### config.mk
export PLATFORM = sky130hd
export DESIGN_NAME = ifu
export DESIGN_NICKNAME = d
export VERILOG_FILES = /design/src/rtl/ifu_pkg.sv /design/src/rtl/ifu_timer.sv /design/src/rtl/ifu.sv
export SDC_FILE = /design/constraint.sdc
export NUM_CORES = 1
export LEC_CHECK = 0
export CAP_MARGIN = 20
export CORE_MARGIN = 2
export CORE_UTILIZATION = 32
export CTS_CLUSTER_DIAMETER = 120
export DETAILED_ROUTE_END_ITERATION = 7
export GPL_TIMING_DRIVEN = 0
export PLACE_DENSITY = 0.75
export SYNTH_ARGS = -nofsm -noshare
export SYNTH_HDL_FRONTEND = slang
export SYNTH_HIERARCHICAL = 1
export SYNTH_SLANG_ARGS = --single-unit
### constraint.sdc
create_clock -name clk -period 2.4 [get_ports clk]
set_input_delay 0.36 -clock clk [delete_from_list [all_inputs] [get_ports clk]]
set_output_delay 0.36 -clock clk [all_outputs]
set_load 0.01 [all_outputs]
### src/rtl/ifu_pkg.sv
// Shared types and constants for the instruction fetch unit.
package ifu_pkg;

  localparam int unsigned XLEN  = 32;
  localparam int unsigned TMR_W = 8;

  localparam logic [XLEN-1:0] IFU_RESET_PC = 32'h8000_0000;

  typedef enum logic [1:0] {
    IFU_IDLE = 2'd0,
    IFU_REQ  = 2'd1,
    IFU_WAIT = 2'd2,
    IFU_HOLD = 2'd3
  } ifu_state_e;

  localparam logic [1:0] FC_NONE     = 2'd0;
  localparam logic [1:0] FC_MISALIGN = 2'd1;
  localparam logic [1:0] FC_BUSERR   = 2'd2;
  localparam logic [1:0] FC_TIMEOUT  = 2'd3;

  // Payload presented to decode alongside the PC.
  typedef struct packed {
    logic [XLEN-1:0] word;
    logic            fault;
    logic [1:0]      cause;
  } fetch_rsp_t;

  function automatic fetch_rsp_t fault_rsp(input logic [1:0] cause);
    fetch_rsp_t r;
    r.word  = '0;
    r.fault = 1'b1;
    r.cause = cause;
    return r;
  endfunction

  function automatic logic [XLEN-1:0] word_align(input logic [XLEN-1:0] a);
    return {a[XLEN-1:2], 2'b00};
  endfunction

endpackage

### src/rtl/ifu_timer.sv
// Saturating 8-bit response timer; expire_o is high while the count equals TIMEOUT_CYCLES-1.
module ifu_timer
  import ifu_pkg::*;
#(
  parameter int unsigned TIMEOUT_CYCLES = 255
) (
  input  logic clk,
  input  logic rst,
  input  logic clr_i,
  input  logic en_i,
  output logic expire_o
);

  localparam logic [TMR_W-1:0] LIMIT = TMR_W'(TIMEOUT_CYCLES - 1);
  localparam logic [TMR_W-1:0] SAT   = '1;

  logic [TMR_W-1:0] count_q, count_d;
  logic             expire_q;

  always_comb begin
    count_d = count_q;
    if (clr_i) begin
      count_d = '0;
    end else if (en_i && (count_q != SAT)) begin
      count_d = count_q + TMR_W'(1);
    end
  end

  // Expire is registered from the next count so it tracks count_q exactly.
  always_ff @(posedge clk or posedge rst) begin
    if (rst) begin
      count_q  <= '0;
      expire_q <= (LIMIT == '0);
    end else begin
      count_q  <= count_d;
      expire_q <= (count_d == LIMIT);
    end
  end

  assign expire_o = expire_q;

endmodule

### src/rtl/ifu.sv
// Instruction fetch unit: one outstanding imem read, result held for decode,
// with misalign / bus-error / timeout faults and stale-response dropping.
module ifu
  import ifu_pkg::*;
#(
  parameter logic [31:0] RESET_PC       = IFU_RESET_PC,
  parameter int unsigned TIMEOUT_CYCLES = 255
) (
  input  logic        clk,
  input  logic        rst,
  input  logic [31:0] pc_in,
  input  logic        pc_valid,
  output logic        pc_ready,
  input  logic        flush,
  output logic        imem_req_valid,
  input  logic        imem_req_ready,
  output logic [31:0] imem_addr,
  input  logic        imem_resp_valid,
  input  logic [31:0] imem_resp_data,
  input  logic        imem_resp_err,
  output logic        inst_valid,
  input  logic        inst_ready,
  output logic [31:0] inst,
  output logic [31:0] inst_pc,
  output logic        fault,
  output logic [1:0]  fault_cause
);

  ifu_state_e  state_q, state_d;
  logic [31:0] pc_q, pc_d;
  fetch_rsp_t  rsp_q, rsp_d;
  logic        stale_q, stale_d;

  logic req_valid, req_hs;
  logic tmr_clr, tmr_en, tmr_expire;

  // A stale response must drain before a new request goes out.
  assign req_valid = (state_q == IFU_REQ) && !stale_q;
  assign req_hs    = req_valid && imem_req_ready;
  assign tmr_en    = (state_q == IFU_WAIT);

  ifu_timer #(
    .TIMEOUT_CYCLES (TIMEOUT_CYCLES)
  ) u_timer (
    .clk      (clk),
    .rst      (rst),
    .clr_i    (tmr_clr),
    .en_i     (tmr_en),
    .expire_o (tmr_expire)
  );

  always_comb begin
    state_d = state_q;
    pc_d    = pc_q;
    rsp_d   = rsp_q;
    stale_d = stale_q;
    tmr_clr = 1'b0;

    if (stale_q && imem_resp_valid) begin
      stale_d = 1'b0;
    end

    if (flush) begin
      state_d = IFU_IDLE;
      // A request already in flight will still answer; mark it for dropping.
      if ((state_q == IFU_REQ) && req_hs) begin
        stale_d = 1'b1;
      end
      if ((state_q == IFU_WAIT) && !imem_resp_valid) begin
        stale_d = 1'b1;
      end
    end else begin
      unique case (state_q)
        IFU_IDLE: begin
          if (pc_valid) begin
            pc_d = pc_in;
            if (pc_in[1:0] != 2'b00) begin
              rsp_d   = fault_rsp(FC_MISALIGN);
              state_d = IFU_HOLD;
            end else begin
              state_d = IFU_REQ;
            end
          end
        end
        IFU_REQ: begin
          if (req_hs) begin
            tmr_clr = 1'b1;
            state_d = IFU_WAIT;
          end
        end
        IFU_WAIT: begin
          if (imem_resp_valid && !stale_q) begin
            rsp_d.word  = imem_resp_data;
            rsp_d.fault = 1'b0;
            rsp_d.cause = FC_NONE;
            if (imem_resp_err) begin
              rsp_d = fault_rsp(FC_BUSERR);
            end
            state_d = IFU_HOLD;
          end else if (tmr_expire) begin
            rsp_d   = fault_rsp(FC_TIMEOUT);
            stale_d = 1'b1;
            state_d = IFU_HOLD;
          end
        end
        IFU_HOLD: begin
          if (inst_ready) begin
            state_d = IFU_IDLE;
          end
        end
        default: state_d = IFU_IDLE;
      endcase
    end
  end

  always_ff @(posedge clk or posedge rst) begin
    if (rst) begin
      state_q <= IFU_IDLE;
      pc_q    <= RESET_PC;
      rsp_q   <= '0;
      stale_q <= 1'b0;
    end else begin
      state_q <= state_d;
      pc_q    <= pc_d;
      rsp_q   <= rsp_d;
      stale_q <= stale_d;
    end
  end

  assign pc_ready       = (state_q == IFU_IDLE);
  assign imem_req_valid = req_valid;
  assign imem_addr      = word_align(pc_q);
  assign inst_valid     = (state_q == IFU_HOLD);
  assign inst           = rsp_q.word;
  assign inst_pc        = pc_q;
  assign fault          = rsp_q.fault;
  assign fault_cause    = rsp_q.cause;

endmodule

Yosys cells after proc, flatten, opt, wreduce, memory -nomap -nowiden
Cells that the tools add are included.
{"block": "word_totals", "output_inout_bits": 102, "wordCells": 63, "reg_bits": 79, "input_bits": 72}
{"block": "classes", "n_eq_ne": 12, "bitwise_logic": 1, "n_addsub": 1, "mux": 26, "n_reduce_logical": 15}
{"op": "35-bit 2-to-1 mux", "count": 5}
{"op": "35-bit case mux with 2 select lines", "count": 1}
{"op": "8-bit 2-to-1 mux", "count": 2}
{"op": "2-bit 2-to-1 mux", "count": 7}
{"op": "1-bit 2-to-1 mux", "count": 10}
{"op": "8-bit by 1-bit adder with 8-bit output (second input constant)", "count": 1}
{"op": "8-bit == test (second input constant)", "count": 1}
{"op": "8-bit != test (second input constant)", "count": 1}
{"op": "2-bit case mux with 4 select lines", "count": 1}
{"op": "1-bit logical AND", "count": 7}
{"op": "3-bit by 2-bit != test with 1-bit output (second input constant)", "count": 2}
{"op": "3-bit != test (second input constant)", "count": 2}
{"op": "5-bit AND reduction", "count": 1}
{"op": "2-bit == test (second input constant)", "count": 2}
{"op": "4-bit != test (second input constant)", "count": 1}
{"op": "4-bit AND reduction", "count": 1}
{"op": "2-bit nonzero test", "count": 2}
{"op": "3-bit AND reduction", "count": 1}
{"op": "2-bit by 1-bit == test with 1-bit output (second input constant)", "count": 1}
{"op": "1-bit zero test", "count": 2}
{"op": "2-bit zero test", "count": 1}
{"op": "2-bit by 1-bit != test with 1-bit output (second input constant)", "count": 1}
{"op": "2-bit != test (second input constant)", "count": 1}
{"op": "1-bit inverter", "count": 1}

Logic depth before layout (Yosys ltp)
Gate-level depths: netlist of the first run.
{"block": "logic_depth", "word_depth": 8, "mapped_depth": 9, "depth_no_buf": 8}

By module
The synthesis of the first run kept the hierarchy.
{"module": "ifu", "cells_each": 283, "area_per_inst_um2": 3268.1, "seq_area_each_um2": 1752.9, "n_inst": 1}
{"module": "ifu_timer", "cells_each": 55, "area_per_inst_um2": 556.8, "seq_area_each_um2": 225.2, "n_inst": 1}

Worst setup path before layout of the first run
Ideal clock, no wire load.
{"block": "synth_timing", "path_type": "flip-flop to flip-flop", "startpoint": "register state_q[0]", "endpoint": "register u_timer.expire_q, in the netlist u_timer/expire_o", "arrival_time_ns": 1.648, "setup_ns": 0.080, "required_time_ns": 2.320, "period_less_slack_ns": 1.728, "path_stages_with_launch": 9, "setup_slack_ns": 0.672, "path_buffers": 1, "path_cell_list": "dfrtp_1 -> inv_1 -> ha_1 -> and3_1 -> buf_4 -> a31oi_1 -> nor3_2 -> o2111ai_1 -> nor3b_2"}
{"block": "synth_between", "elab_cells_between_ends": 11, "classes_between": "eq/ne (3); mux (5); reduce/logical (3)"}
{"element": "from (decl)", "line_no": "ifu.sv:29", "source": "ifu_state_e state_q, state_d;"}
{"element": "from (signal assigned)", "line_no": "ifu.sv:123", "source": "state_q <= state_d;"}
{"element": "2-bit == test", "line_no": "ifu.sv:40", "source": "assign tmr_en = (state_q == IFU_WAIT);"}
{"element": "named net tmr_en", "line_no": "ifu.sv:35", "source": "logic tmr_clr, tmr_en, tmr_expire;"}
{"element": "1-bit logical AND", "line_no": "ifu_timer.sv:24", "source": "end else if (en_i && (count_q != SAT)) begin"}
{"element": "8-bit 2-to-1 mux", "line_no": "ifu_timer.sv:24"}
{"element": "8-bit 2-to-1 mux", "line_no": "ifu_timer.sv:22", "source": "if (clr_i) begin"}
{"element": "named net u_timer.count_d[6]", "line_no": "ifu_timer.sv:17", "source": "logic [TMR_W-1:0] count_q, count_d;"}
{"element": "8-bit == test", "line_no": "ifu_timer.sv:36", "source": "expire_q <= (count_d == LIMIT);"}
{"element": "to (signal assigned)", "line_no": "ifu_timer.sv:33", "source": "expire_q <= (LIMIT == '0);"}
{"element": "to (signal assigned)", "line_no": "ifu_timer.sv:36"}
{"element": "to (decl)", "line_no": "ifu_timer.sv:18", "source": "logic expire_q;"}
The timed path passes the listed nets, and every way through them passes these cells.
A chain may end at the register's enable or synchronous reset.

Worst setup path in the final report of the first run
{"block": "layout_timing", "startpoint": "register state_q[0]", "endpoint": "register rsp_q (netlist bit inst[2])"}
{"block": "layout_between", "elab_chain_len": 3, "elab_cells_between_ends": 8, "classes_between": "eq/ne (4); mux (1); reduce/logical (3)"}
{"element": "2-bit == test *"}
{"element": "named net tmr_en", "line_no": "ifu.sv:35"}
{"element": "3-bit != test (no line) / 2-bit nonzero test (equally long branches)"}
{"element": "5-bit AND reduction (no line)"}
{"element": "to (signal assigned)", "line_no": "ifu.sv:125", "source": "rsp_q <= rsp_d;"}
{"element": "to (decl)", "line_no": "ifu.sv:31", "source": "fetch_rsp_t rsp_q, rsp_d;"}
Mark *: on every way through the listed nets, which the timed path passes. The rest lies on a longest branch.

==> flow_summary.ini, run 1 <==
[timing]
clock_skew_ns = 0.00908
setup_viol = 0
drv_slew = 0
fmax_ghz = 0.480
final-hold-violation-count = 0
min_period_ns = 2.08
rsz0062_at_grt = no
fin_setup_tns_ns = 0
tightest_slew_ns = 0.856
timing.hold.ws_ns = 0.405
timing.final.crit_share_pct = 86.8
slew_headroom_pct = 42.9

[power]
power_density_nw_per_um2 = 1140
p_leak_nw = 2.72
vdd_drop_max_v = 0.000383

[cells_and_area]
drive_gt1_share_pct = 19.6
area_growth_pct = 58.1
fillers = 999
antenna-diode-count = 0
design_area_um2 = 6050
final_cell_mix = 171 x clkdlybuf4s50_1, 78 x dfrtp_1, 41 x inv_1, 38 x nand2_1, 36 x mux2i_1
fin_nets = 598
final_common_cell = clkdlybuf4s50_1

[drt]
avgViaCountPerCell = 4.48
wirelength_um = 9720
final_antenna_net_count = 0
drt_iter0_drc = 159
first_pass_iters = 4
vias = 2994
wl_per_cell_um = 14.5
drc = 0

[die]
coreArea_um2 = 11600
ios = 174
rows = 39
dieArea_um2 = 12800
die_h_um = 113
chipWidth_um = 113
start_util_pct = 33.1

[worst_hold_path]
min_path_type = in2async

[global_route]
grtUsageTotal_pct = 15.4
grt_pass1_wl_um = 15700
grt_max_degree = 71
antenna_found_initial = 0
grt_overflow = 0
grt_pass1_vias = 3104

[logic_synthesis]
synth_cell_type_count = 43
yosysSeqAreaShare_pct = 51.7
synth_area_um2 = 3820
netlist.area_leader.share_pct = 51.0
yosysWarningCount = 6
synth_cells = 338
synth.area.top_cells = dfrtp_1 51%, mux2_2 9.7%, mux2i_1 9.4%
synth-seq-cells = 79
avgSynthCellArea_um2 = 11.3
yosysTopAreaCell = dfrtp_1

[setup_path]
regToRegSetupSlack_ns = 0.32
critPathCaptureType = flip-flop
worstSetupStartpointType = flip-flop
critPathBufInv = 2
path_class = reg2reg
cp_top_family = simple AND/OR/NAND/NOR gates
slowest_stage = ha_1
path_max_fanout = 12
slowest_delay_ns = 0.42
crit_chain = inv_1, ha_1, nand3b_1, nor2_1, clkbuf_2, nand2_1, mux2i_1
worstPathRequired_ns = 2.64
cp.arrival_ns = 2.32

[clock_network]
clock-sinks = 79
h-tree-depth = 3
tritoncts = yes
cts-root-buf = clkbuf_16
clk_latency_ns = 0.33
cts_buffers = 9
path_clk_slew_ns = 0.06
post_cts_buffers = 0
cts_buffer_depth = 2

[placed_design]
hpwl_um = 7590
dpl_cell_area_um2 = 5720
port_buffers = 171
gp_congestion = 0.778

[outcome]
status = finished, final reports clean

[flow_run]
max_cap_violations = 0
synthesized netlist by cell type:
master and n:
conb_1 1, a21oi_1 6, buf_2 4, nand2b_1 3
and4_1 2, nor3b_1 1, o21ai_2 1, nor2_1 9
nand4_2 1, nor3_1 2, buf_6 2, and4_4 1
nand2_1 38, and3_1 1, o21ai_0 3, and3b_1 1
nand3b_1 3, ha_1 5, o2111ai_1 1, nor2b_1 1
buf_8 3, a221oi_1 1, nor3_2 1, buf_4 33
xor2_1 3, and2_2 1, nand2_2 1, nor3b_2 2
nand4_1 2, o211ai_1 2, a211oi_2 1, mux2i_1 36
a32oi_1 2, dfstp_2 1, o32ai_1 1, and2b_1 1
clkbuf_1 3, dfrtp_1 78, a31oi_1 1, nand3_1 3
inv_1 42, mux2_2 33, o21ai_1 1
flip-flops by register name (all words and copies together), names as in the netlist:
register	flops
u_timer/expire_o	1
inst_pc	32
fault_cause	2
inst	32
fault	1
u_timer/count_q	8
stale_q	1
state_q	2
per-layer routing:
layer	share of wire, %	routed length, um	up-vias	GRT usage (%)
li1	-	-	1444	-
met1	40	3900	1453	17.8
met2	54	5250	89	28.5
met3	4.7	453	8	3.64
met4	1.2	112	0	4.31
met5	0	0	-	0
kinds of logic (layout without fill, tap and decap cells):
kind of cell               count (synthesis)  after routing  share of synthesized area, %
buffers and inverters                     87            274                          13.2
DFF                                       79             79                          51.7
and+or+nand+nor                           74             74                          9.98
muxes                                     69             69                          19.1
AOI/OAI and AO/OA                         20             20                          3.57
adders and majority gates                  5              5                          1.64
xor gates and xnor gates                   3              3                         0.687
other                                      1              2                        0.0980
stage by stage:
| step | util [%] | worst slack, ns | instances | total power, mW |
|---|---|---|---|---|
| floorplan | - | 0.273 | 339 | 3.76 |
| global placement | 49.5 | -1.01 | 653 | 5.36 |
| detailed placement | 49.5 | 0.131 | 653 | 5.47 |
| CTS | 52.3 | 0.106 | 669 | 6.97 |
| global route | 52.3 | 0.103 | 669 | 7.28 |
| finish | 52.3 | 0.316 | 669 | 6.87 |
timing repair:
action	CTS	global route
resized for setup	0	4
endpoints found under the setup margin	0	12
hold buffers	0	0
power by group:
| part | switching, mW | leakage [nW] | internal (mW) | total, mW |
|---|---|---|---|---|
| Combinational | 1.21 | 1.56 | 2.05 | 3.26 |
| Sequential | 0.358 | 1.01 | 1.79 | 2.15 |
| Clock | 0.539 | 0.150 | 0.918 | 1.46 |
final timing paths:
path / cells past startpoint / endpoint / startpoint
hold reg to reg: 1 / fault_cause[0] / fault_cause[0]
min in group clk: 1 / fault_cause[0] / fault_cause[0]
hold / removal: 2 / u_timer/expire_o / rst
max in group asynchronous: 2 / inst[9] / rst
setup / recovery: 7 / inst[2] / state_q[0]
setup reg to reg: 7 / inst[2] / state_q[0]
area by class of cell:
type | instances | area (um^2) | area share (%)
multi-input cells | 173 | 1350 | 22.3
plain buffers | 45 | 349 | 5.77
flip-flops and latches | 79 | 1980 | 32.7
repair buffers | 171 | 1710 | 28.3
well taps | 143 | 179 | 2.96
clock buffers | 10 | 229 | 3.79
clock inverters | 6 | 92.6 | 1.53
inverters | 42 | 160 | 2.65
No activity file was read; power rests on OpenSTA's default activity.
==> run 2, diff against run 1 <==
--- a/config.mk
+++ b/config.mk
@@ -5,7 +5,6 @@
 export SDC_FILE = /design/constraint.sdc
 export NUM_CORES = 1
 export LEC_CHECK = 0
-export CAP_MARGIN = 20
 export CORE_MARGIN = 2
 export CORE_UTILIZATION = 32
 export CTS_CLUSTER_DIAMETER = 120
==> results of run 2 <==
No change in the layout: final DEF, timing and power equal those of run 1.
